--- config.mk ---
export PLATFORM = sky130hd
export DESIGN_NAME = neuron_mac
export DESIGN_NICKNAME = d
export VERILOG_FILES = /design/src/rtl/neuron_mac.sv
export SDC_FILE = /design/constraint.sdc
export NUM_CORES = 1
export LEC_CHECK = 0
export BUFFER_PORTS_ARGS = -buffer_cell sky130_fd_sc_hd__clkbuf_2
export CORE_ASPECT_RATIO = 1.25
export CORE_MARGIN = 1.5
export CORE_UTILIZATION = 35
export CTS_CLUSTER_SIZE = 16
export DETAILED_ROUTE_END_ITERATION = 8
export PLACE_DENSITY_LB_ADDON = 0.12
export SETUP_SLACK_MARGIN = 0.02
export SLEW_MARGIN = 10
export SYNTH_ARGS = -nofsm -noshare
export SYNTH_HDL_FRONTEND = slang
export SYNTH_SLANG_ARGS = --single-unit
--- constraint.sdc ---
create_clock -name clk -period 14.2 [get_ports clk]
set_input_delay 2.84 -clock clk [delete_from_list [all_inputs] [get_ports clk]]
set_output_delay 2.84 -clock clk [all_outputs]
set_load 0.1 [all_outputs]
--- src/rtl/neuron_mac.sv ---
// neuron_mac: streaming Q8.8 multiply-accumulate with bias, rescale and 16-bit saturation.
// Define NEURON_ROUND_EN to round half toward +inf in SCALE instead of floor.
module neuron_mac #(
    parameter int NUM_INPUTS = 8,
    parameter int FRAC_BITS  = 8,
    parameter int ACC_WIDTH  = 40
) (
    input  logic        clk,
    input  logic        n_rst,
    input  logic        start,
    input  logic [15:0] bias_in,
    input  logic        in_valid,
    output logic        in_ready,
    input  logic [15:0] data_in,
    input  logic [15:0] weight_in,
    output logic        out_valid,
    input  logic        out_ready,
    output logic [15:0] sum_out,
    output logic        busy
);
    localparam logic [1:0] IDLE  = 2'd0;
    localparam logic [1:0] ACCUM = 2'd1;
    localparam logic [1:0] SCALE = 2'd2;
    localparam logic [1:0] DONE  = 2'd3;
    localparam int CW = $clog2(NUM_INPUTS + 1);

    logic [1:0]                  state_q, state_d;
    logic [CW-1:0]               cnt_q, cnt_d;
    logic signed [ACC_WIDTH-1:0] acc_q, acc_d;
    logic [15:0]                 bias_q, bias_d;
    logic [15:0]                 sum_q, sum_d;
    logic signed [31:0]          prod;
    logic signed [ACC_WIDTH-1:0] prod_ext, bias_ext, rnd, t, r;

    assign prod     = $signed(data_in) * $signed(weight_in);
    assign prod_ext = {{(ACC_WIDTH-32){prod[31]}}, prod};
    assign bias_ext = {{(ACC_WIDTH-16){bias_q[15]}}, bias_q};
`ifdef NEURON_ROUND_EN
    assign rnd = ACC_WIDTH'(1) <<< (FRAC_BITS - 1);
`else
    assign rnd = '0;
`endif
    assign t = acc_q + (bias_ext <<< FRAC_BITS) + rnd;
    assign r = t >>> FRAC_BITS;

    always_comb begin
        state_d = state_q;
        cnt_d   = cnt_q;
        acc_d   = acc_q;
        bias_d  = bias_q;
        sum_d   = sum_q;
        case (state_q)
            IDLE: if (start) begin
                bias_d  = bias_in;
                acc_d   = '0;
                cnt_d   = '0;
                state_d = ACCUM;
            end
            ACCUM: if (in_valid) begin
                acc_d   = acc_q + prod_ext;
                cnt_d   = cnt_q + CW'(1);
                state_d = (cnt_q == CW'(NUM_INPUTS - 1)) ? SCALE : ACCUM;
            end
            SCALE: begin
                sum_d   = (r > ACC_WIDTH'(32767))  ? 16'h7FFF :
                          (r < ACC_WIDTH'(-32768)) ? 16'h8000 : r[15:0];
                state_d = DONE;
            end
            default: state_d = out_ready ? IDLE : DONE;
        endcase
    end

    always_ff @(posedge clk) begin
        if (!n_rst) begin
            state_q <= IDLE;
            cnt_q   <= '0;
            acc_q   <= '0;
            bias_q  <= '0;
            sum_q   <= '0;
        end else begin
            state_q <= state_d;
            cnt_q   <= cnt_d;
            acc_q   <= acc_d;
            bias_q  <= bias_d;
            sum_q   <= sum_d;
        end
    end

    assign in_ready  = (state_q == ACCUM);
    assign out_valid = (state_q == DONE);
    assign busy      = (state_q != IDLE);
    assign sum_out   = sum_q;
endmodule

==> run metrics <==
initial antenna violation count=0; Async SR Flop Fraction=0; Setup Total Neg Slack=0 ps; slew at the pin with the worst max-slew slack=1080 ps; die area=50,400 µm²; Yosys reg bits=78; Routed Antenna Nets=0; total CTS buffers=9; Worst-path clk slew=70 ps; cell count after synthesis=slightly below 2,000; Final Hold Fails=0; M3 GR Usage=0.0113; RePlAce Congestion=0.799; Worst Path Required=approximately 14,000 ps; most frequent cells in the layout=417 x inv_1, 331 x fa_1, 230 x nand2_1; row count=90; routed len/inst=16.9 µm; Final min period=9240 ps; Ys Warns=0; Post-Syn Area=17,200 µm²; routing usage on met2=0.327; busiest grt layer=met2; Max-cap violations=0; RSZ-0062 raised after global routing=false; final wirelength=~44,000 µm; Global Route met1 Usage=0.259; DR vias=12,700; final net count=2,492; # IOs=72; max-slew violation count=0; share of the synthesized area in the top cell type=0.386; initial core utilization=0.355; Die Y-Extent=approximately 250 µm; Slew HR=0.276; ys flop type=dfxtp_1; detail-routed via count per cell=4.88; worst-case clock buffer depth=2; post-DP HPWL=37,200 µm; CP arrival=9500 ps; Core ar.=roughly 48,000 µm²; DIE WIDTH=201 µm; type of element capturing the critical path=flip-flop; Post-synth EDFFs=0; Syn Nets=2,469; Layout area overhead=7.31%; crit start category=primary input; most common cell after layout, fill and taps aside=inv_1; vias in the first global route=approximately 14,000; H-tree levels=3; # port buffers=71; hold_buf cts=0; CTS resizes=0; CTS tree=done; status=complete, no violations; largest area contributor in the netlist=fa_1; FMAX=~110 MHz; Final setup viols=0; GRT overflow=0; post-synth cell types=71; router iterations before antenna repair=5; layout cells sized above 1=0.0580; largest cells by area after synthesis=fa_1 39%, ha_1 11%, inv_1 9.1%; number of DRC markers in iteration 0=584; Hold/Removal Path Class=flip-flop to flip-flop; Setup Crit Path Kind=primary input to flip-flop; clock sink count=between 70 and 80; sequential area share after synthesis=0.0910; Post CTS Setup Buffer Count=0; DRC=0; antenna fix cells=0; clock skew=10.6 ps; Skew-Pair Late Insertion Delay=350 ps; All-Layer GR Usage=0.188; crit-path max FO=16; Final Cycle Share=0.651; largest net degree at the start of global routing=66; Avg Cell Area, Syn=8.85 µm²; first-pass GRT wire length=75,700 µm; clock root buffer=clkbuf_16
## area by class of cell
| cell class | instances | area (µm²) |
|---|---|---|
| timing repair buffer | 77 | 400 |
| fill | 4934 | 29900 |
| clock inverter | 5 | 66.3 |
| sequential | 78 | 1560 |
| clock buffer | 11 | 243 |
| tap | 644 | 806 |
| inverter | 417 | 1570 |
| multi-input combinational | 1378 | 13800 |
## metal layers
| metal | part of all wire | routed length [µm] | up-vias |
|---|---|---|---|
| met5 | 0 | 0 | - |
| met4 | 0.014 | 609 | 0 |
| met3 | 0.018 | 817 | 38 |
| met2 | 0.50 | 22000 | 167 |
| met1 | 0.47 | 20700 | 6448 |
| li1 | - | - | 6090 |
## stage by stage
step | cells | util | hold slack (ps) | area (µm²) | setup WS, ps
2_1_floorplan | 1938 | - | 445 | 17200 | 5540
3_3_place_gp | 2594 | 0.375 | 463 | 18100 | 4570
3_5_place_dp | 2594 | 0.375 | 471 | 18100 | 4600
4_1_cts | 2610 | 0.381 | 480 | 18400 | 4930
5_1_grt | 2610 | 0.381 | 503 | 18400 | 4410
6_report | 2610 | 0.381 | 475 | 18400 | 4960
## synth_stat cells (3+ instances only)
cell type  count
and3_1         8
xnor2_1       40
ha_1         147
o21a_1         9
inv_1        417
o21ai_1        4
a21o_1        24
a211oi_1      13
or2_2          3
buf_2          3
and2_1       119
o31ai_1        4
xor2_1        31
a21oi_1       62
o21bai_1      26
buf_1          3
fa_1         331
a22oi_1       18
o32ai_1       15
nand3_1       15
o21ai_0       67
nor2_1        56
nand2_1      230
nor2b_1       32
nand2b_1      10
clkbuf_1      57
dfxtp_1       78
nor3_1        11
a21boi_0      24
or3_1          3
a41oi_1        4
nand4_1        8
a31oi_1        3
o211ai_1      12
## cells by family after synthesis
logic type,Yosys count,synth area share
XOR/XNOR,71,0.0362
flip-flops,78,0.0910
AO/OA/AOI/OAI,313,0.124
adder cells (fa/ha/maj),478,0.493
AND/OR/NAND/NOR,513,0.147
multiplexers,3,0.00182
buffers and inverters,482,0.107
## final timing paths
kind         slack, ps  depth (start not counted)                    from                endpoint
max               4960                         23              data_in[7]  acc_q[38]$_SDFFE_PN0P_
min                470                          2  bias_q[2]$_SDFFE_PN0P_  bias_q[2]$_SDFFE_PN0P_
max reg2reg       8170                         18   acc_q[9]$_SDFFE_PN0P_  acc_q[38]$_SDFFE_PN0P_
min reg2reg        470                          2  bias_q[2]$_SDFFE_PN0P_  bias_q[2]$_SDFFE_PN0P_
## state kept, by name, indices dropped and copies added, names as in the netlist
name / flops
cnt_q: 4
acc_q: 40
state_q: 2
sum_out: 16
bias_q: 16
## worst max-delay path: stages
cell	delay, ps
clkbuf_2	250
and2_1	270
fa_1	530
inv_1	60
fa_1	560
fa_1	450
fa_1	500
inv_1	60
fa_1	540
inv_1	60
fa_1	530
inv_1	40
ha_1	360
nand3_1	150
a211oi_1	60
a221o_1	420
a211oi_1	670
or3_1	220
o211ai_1	120
o21ai_0	340
o21ai_0	180
xnor2_1	140
o21ai_0	150
Power is left out: the tool's default activity adds up to more than one toggle a clock period on the data nets, which glitch-free logic cannot reach.
